--- config.mk ---
export PLATFORM = sky130hd
export DESIGN_NAME = rf_multiport
export DESIGN_NICKNAME = d
export VERILOG_FILES = /design/src/rtl/rf_multiport.sv
export SDC_FILE = /design/constraint.sdc
export NUM_CORES = 2
export LEC_CHECK = 0
export CORE_ASPECT_RATIO = 0.9
export CORE_UTILIZATION = 30
export CTS_CLUSTER_DIAMETER = 50
export CTS_CLUSTER_SIZE = 14
export DETAILED_ROUTE_END_ITERATION = 16
export GPL_TIMING_DRIVEN = 0
export PLACE_DENSITY = 0.52
export RECOVER_POWER = 25
export SYNTH_ARGS = -nofsm -noshare
export SYNTH_HDL_FRONTEND = slang
export SYNTH_SLANG_ARGS = --single-unit
--- constraint.sdc ---
create_clock -name clk -period 11.5 [get_ports clk]
set_input_delay 3.45 -clock clk [delete_from_list [all_inputs] [get_ports clk]]
set_output_delay 3.45 -clock clk [all_outputs]
set_load 0.05 [all_outputs]
--- src/rtl/rf_multiport.sv ---
// Multi-port CPU register file: NREAD combinational read ports with write-through
// bypass, one write port, and a per-register pending scoreboard with live count.
module rf_multiport #(
    parameter int DATA_W = 32,
    parameter int ADDR_W = 5,
    parameter int NREAD  = 2
) (
    input  logic                      clk,
    input  logic                      rst,
    input  logic [NREAD*ADDR_W-1:0]   ra,
    output logic [NREAD*DATA_W-1:0]   rdata,
    output logic [NREAD-1:0]          rpend,
    input  logic                      we,
    input  logic [ADDR_W-1:0]         wa,
    input  logic [DATA_W-1:0]         wdata,
    input  logic                      rsv_en,
    input  logic [ADDR_W-1:0]         rsv_addr,
    output logic [ADDR_W:0]           pend_cnt
);

    localparam int DEPTH = 2 ** ADDR_W;

    logic [DATA_W-1:0] mem [DEPTH];
    logic [DEPTH-1:0]  pend;
    logic [DEPTH-1:0]  pend_next;
    logic              wr_ok;
    logic              rsv_ok;

    function automatic logic [ADDR_W:0] popcount(input logic [DEPTH-1:0] v);
        logic [ADDR_W:0] c;
        c = '0;
        for (int i = 0; i < DEPTH; i++) begin
            c = c + (ADDR_W+1)'(v[i]);
        end
        return c;
    endfunction

    assign wr_ok  = we && (wa != '0);
    assign rsv_ok = rsv_en && (rsv_addr != '0);

    // Reserve is applied after the write release so a same-register reserve wins.
    always_comb begin
        pend_next = pend;
        if (wr_ok) begin
            pend_next[wa] = 1'b0;
        end
        if (rsv_ok) begin
            pend_next[rsv_addr] = 1'b1;
        end
    end

    always_ff @(posedge clk) begin
        if (rst) begin
            pend     <= '0;
            pend_cnt <= '0;
        end else begin
            pend     <= pend_next;
            pend_cnt <= popcount(pend_next);
        end
    end

    always_ff @(posedge clk) begin
        if (rst) begin
            for (int i = 0; i < DEPTH; i++) begin
                mem[i] <= '0;
            end
        end else if (wr_ok) begin
            mem[wa] <= wdata;
        end
    end

    for (genvar g = 0; g < NREAD; g++) begin : g_rd
        logic [ADDR_W-1:0] a;
        logic              hit;
        logic              zero;

        assign a    = ra[g*ADDR_W +: ADDR_W];
        assign zero = (a == '0);
        assign hit  = we && (wa == a);

        assign rdata[g*DATA_W +: DATA_W] = zero ? '0 : (hit ? wdata : mem[a]);
        assign rpend[g] = !zero && pend[a] && !hit;
    end

endmodule

Word level (Yosys, flattened, before mapping)
Memories as Yosys holds them, arrays and structs flattened.
Index checks and enable logic that the tools add are counted.
Cells by class
  add/subtract/negate cells: 31
  $lt $le $gt $ge: 6
  equality and inequality tests: 2
  muxes and demuxes: 22
  bitwise operators: 3
  reductions and logical operators: 19
Operators with widths (count)
  $mux 32: 7
  $add 6x1->6: 26
  $and 32x32->32: 1
  $not 32->32: 1
  $or 32x32->32: 1
  $reduce_or 32->1: 1
  $lt 5x6->1 const B: 4
  $bmux 1 s5: 2
  $demux 1 s5: 2
  $eq 5x5->1: 2
  $ge 5x1->1 const B: 2
  $logic_and 1x1->1: 10
  $logic_not 5->1: 2
  $mux 1: 10
  $reduce_bool 5->1: 2
  $add 5x1->6: 1
  $add 4x1->5: 1
  $mux 5: 1
  $add 3x1->4: 1
  $logic_not 1->1: 4
  $add 2x1->3: 1
  $add 1x1->2: 1
Word-level totals
  register bits after elaboration: 38
  RAM bits: 1024
  input bits: 56
  output and inout port bits: 72
  word-level logic and storage cells: 86
  memories kept: 1
Memory list
  mem: depth 32, bits a word 32, read ports 2, clocked after memory_dff 0, write ports 32, RTL line 23  | logic [DATA_W-1:0] mem [DEPTH];

Depth between registers and ports, before layout
  word-level depth: 40
  mapped depth: 23
  gate-level depth less buffers: 22

Worst setup path after synthesis
No wires, ideal clock.
  path type: input-to-output
  from: input port ra[2]
  to: output port rdata[12]
  arrival time: 6.115 ns
  required time: 8.050 ns
  setup slack: 1.935 ns
  stages on the path: 8
  path buffers: 4
  cells stage by stage: buf_2 buf_2 buf_1 clkbuf_1 nand3_1 nand4_1 nor3b_1 nor4_1
Between the ends
  cells in the longest elaborated chain, start to end: 4
  elaborated cells on any way between the ends: 6
  classes of those cells: eq/ne: 1; mux: 2; reduce/logical: 2; memory: 1
RTL lines
  start: declaration: RTL line 10  | input logic [NREAD*ADDR_W-1:0] ra,
  branches (longest 3 deep; another with $mem_v2 32x32)
  $mux 32 (*): RTL line 81  | assign rdata[g*DATA_W +: DATA_W] = zero ? '0 : (hit ? wdata : mem[a]);
  end: declaration: RTL line 11  | output logic [NREAD*DATA_W-1:0] rdata,
Every way passes the cells marked *.

Final worst setup path
Same ends and word-level chain as after synthesis.

==> results.txt <==
The leading register cell type out of synthesis was edfxtp_1. The run gives 0 as the final antenna-violating net count. Setup slack on the worst reg-to-reg path comes out at 6.26 ns. Sequential cells burn 43.2% of the power. Clock tree synthesis found a total of 1062 sinks. The data required time at the worst endpoint is 8.05 ns, and the cell internal power dissipation is 7.519 mW. The tools report the combinational group share of total power as 15.2%.

For this run the aggregate overflow at the end of global routing stands at 0. The filler cells instantiated in the layout total 18.35k. The clock input transition at the sequential cells of the worst setup and hold paths is 0.06 ns, and the multi-input combinational cell area is 24620 um^2.

Setup repair after global routing left no endpoint under its margin. The tightest min-delay check is of the flop to flop type. Counting along the longest clock path gives a buffer depth of 3. The worst setup path is of the primary input to output pin kind. The cell row count came out at 152. The tools report the category of the worst setup path launch point as a primary input.

At the end of routability-driven placement, the weighted congestion stood at 0.9826. The initial standard-cell utilization of the core is 30.32%, and the final net count is 4435. The checks that failed: max-capacitance violations, max-slew violations, negative setup slack. For the clock network power share, the log shows 41.6%. TritonCTS built the clock tree. The total area of sequential cells was 31510 um^2. Total DRC errors in the routed layout: 0. Clock tree root driver cell: clkbuf_16. On the final layout, the worst clock skew is 0.02350 ns.

The launching point of the worst reg2reg path was pend[21]. STA classifies the critical path endpoint as an output pin. The run gives 0 as the Yosys warning count. Dividing the synthesized area by the synthesized cell count gives 14.39 um^2.

Synthesis handed over a netlist of 4035 instances. Counting flops and latches in the post-synthesis netlist gives 1062. Entering global routing, the biggest net connects 33 pins. The flow ran to the end, but the final reports show violations. The run gives 4 as the number of levels in the clock H-tree. Summing internal, switching and leakage power gives 10.57 mW.

After layout, the worst path uses 102.2% of the clock period. The number of clock buffers inserted by TritonCTS was 135; the via count of the first global-routing pass was 39.31k. The library cells used most frequently in the layout, excluding fill and tap cells, are edfxtp_1, and2_1, mux4_2.

The number of placed instances with taps included is 6754. The core box area came out at 191500 um^2. Leaving out fill and tap cells, the most frequent cell in the layout is edfxtp_1.

Of all flip-flops after synthesis, the portion carrying an async set or reset was 0%. The tools report the number of endpoints with negative hold slack in the final report as 0. The time the worst path needs with I/O delays and setup was 11.76 ns; the number of flops mapped to enable cells by yosys was 1024.

For the total negative slack for setup checks, the log shows -1.215 ns. The fmax is 85.05 MHz, and the non-filler instance count after layout is 7004. The path with the worst hold slack has its endpoint at pend[0]. The number of pins exceeding their max-slew limit in the final report came out at 228.

The post-route worst setup slack is -0.2580 ns, and the setup violation total in the final timing report is 12. For the clock latency on the worst-skew pair, the log shows 0.80 ns. The cell area after synthesis was 58070 um^2. In this run the worst path has a maximum fanout of 10. In this run the most critical hold path is launched from pend[0]. The first-pass GRT wire length is 345.5 mm, and the leakage power summed over all cells is 22.82 nW.

Part of the Yosys area used for sequential elements: 54.26%. The run gives 20 as the number of antenna violations at the first check in global routing. The cell area after layout was 67630 um^2.

The transition time at the pin with the least slew margin was 2.275 ns; the logic depth of the worst register-to-register path was 19. The endpoint identified for the worst register-to-register timing path is pend_cnt[4]. The run gives 7 as the number of search-and-repair iterations in the first detailed-routing pass. The tools report the global-route usage over all layers as 26.15%.

The worst hold margin is 0.5399 ns. The height of the die works out to 419.4 um. IR analysis of the VDD net gives a maximum drop of 159.2 uV. The worst max-slew margin expressed relative to the limit was -51.69%.

The hold path depth is 1, and the area of the die is 195300 um^2. For this block, the routed nets add up to 258.2 mm of wire. The tool flagged a number of max-cap violations equal to 11. The half-perimeter wire length after placement is 189.4 mm. In this run switching power makes up 28.89% of total power. The detailed router placed 41.02k vias in this run. The count of routing violations after the opening detailed-route iteration came out at 6276. The port buffer count was 116. The unique cell type count in the Yosys netlist was 60. After detailed routing, the number of vias per cell comes to 5.856. Measured along the x axis, the die boundary spans 465.8 um.

Once the clock tree was built, the setup fixing pass inserted 0 buffers. The power per standard cell area was 156.4 nW/um^2. The share of layout cells above drive strength 1 works out to 22.30%. The area growth from synthesis to layout is 16.47%.

In the final routed layout, each cell accounts on average for 36.87 um. The logs give 128 for the I/O pin count and 63210 um^2 for the placed instance area. The data arrival at the endpoint of the critical path came out at 8.31 ns.

The run gives 3.055 mW as the total net switching power.
## critical path, cell delays in order
cell,delay [ns]
buf_2,0.35
buf_2,0.44
buf_1,1.20
clkbuf_1,0.73
nand3_1,0.15
o211ai_1,0.21
nor3_1,0.10
nor4_2,0.69
clkdlybuf4s50_1,0.95
## metrics by stage
| stage | util [%] | setup WS (ns) |
|---|---|---|
| after floorplan | - | 1.935 |
| after global placement | 32.65 | -0.5688 |
| after detailed placement | 33.01 | -0.5644 |
| after CTS | 35.41 | 0.007080 |
| after global routing | 35.31 | 0.005306 |
| final | 35.31 | -0.2580 |
## power by group through the flow
stage	registers (mW)	logic [mW]	clock network [mW]
floorplan	4.60	0.875	0
global placement	4.64	1.53	0
CTS	4.56	1.57	4.42
global route	4.59	1.62	4.56
detailed placement	4.64	1.56	0
finish	4.57	1.61	4.40
## timing repair
| action | CTS | global route |
|---|---|---|
| hold buffers | 0 | 0 |
| resized for setup | 16 | 5 |
| endpoints found under the setup margin | 21 | 3 |
## Yosys cell counts (all sizes together) (7+ instances only)
cell type | instances | area [um^2]
o22ai | 85 | 531.8
dfxtp | 38 | 760.7
nor3 | 85 | 425.4
o221ai | 12 | 105.1
mux2 | 96 | 1081
edfxtp | 1024 | 30750
fa | 24 | 480.5
nor4 | 38 | 267.8
mux4 | 483 | 10890
clkbuf | 275 | 1032
ha | 7 | 87.58
nand2 | 104 | 390.4
nor2b | 50 | 312.8
a32o | 19 | 190.2
inv | 30 | 112.6
a22oi | 78 | 585.6
a21oi | 23 | 115.1
nor3b | 11 | 92.58
or2 | 8 | 50.05
nand3 | 34 | 170.2
a221o | 17 | 170.2
a211oi | 16 | 120.1
a22o | 18 | 157.7
nor2 | 144 | 545.5
nand2b | 32 | 200.2
buf | 145 | 973.4
mux2i | 50 | 500.5
and2 | 1000 | 6256
o2111a | 12 | 135.1
nand3b | 9 | 67.56
and3 | 12 | 75.07
## worst max path at each step
stage	start	end	slack, ns	cells after the start
3_3_place_gp	ra[3]	rdata[12]	-0.57	10
5_1_grt	ra[7]	rdata[50]	0.005	9
4_1_cts	ra[7]	rdata[50]	0.007	9
3_5_place_dp	ra[3]	rdata[12]	-0.56	10
6_report	ra[2]	rdata[12]	-0.26	9
2_1_floorplan	ra[2]	rdata[12]	1.94	8
## layout make-up
class / instances / share of cell area, %
Buffer: 418 / 2.977
Clock inverter: 94 / 1.413
Antenna cell: 5 / 0.01850
Inverter: 31 / 0.1721
Timing Repair Buffer: 147 / 2.392
Clock buffer: 153 / 5.330
Sequential cell: 1062 / 46.59
Multi-Input combinational cell: 2553 / 36.41
Tap cell: 2541 / 4.701
## state kept, by name, summed over array words and instances, names as in the netlist
signal / flops
mem: 1024
pend: 32
pend_cnt: 6
## metal layers
metal / track usage (%) / vias up / wire (um)
met4: 13.53 / 10 / 14570
met3: 8.574 / 542 / 32440
met5: 0 / - / 57
met2: 38.15 / 2864 / 110400
met1: 34.53 / 21562 / 100700
li1: - / 16040 / -
## cell families after synthesis
| logic type | synth area share [%] |
|---|---|
| compound gates | 4.025 |
| buf+inv | 3.654 |
| fa+ha+maj | 0.9782 |
| flops | 54.26 |
| simple gates | 15.41 |
| xor+xnor | 0.1810 |
| other cells | 0.006458 |
| mux | 21.48 |
(Power assumes the default switching activity.)
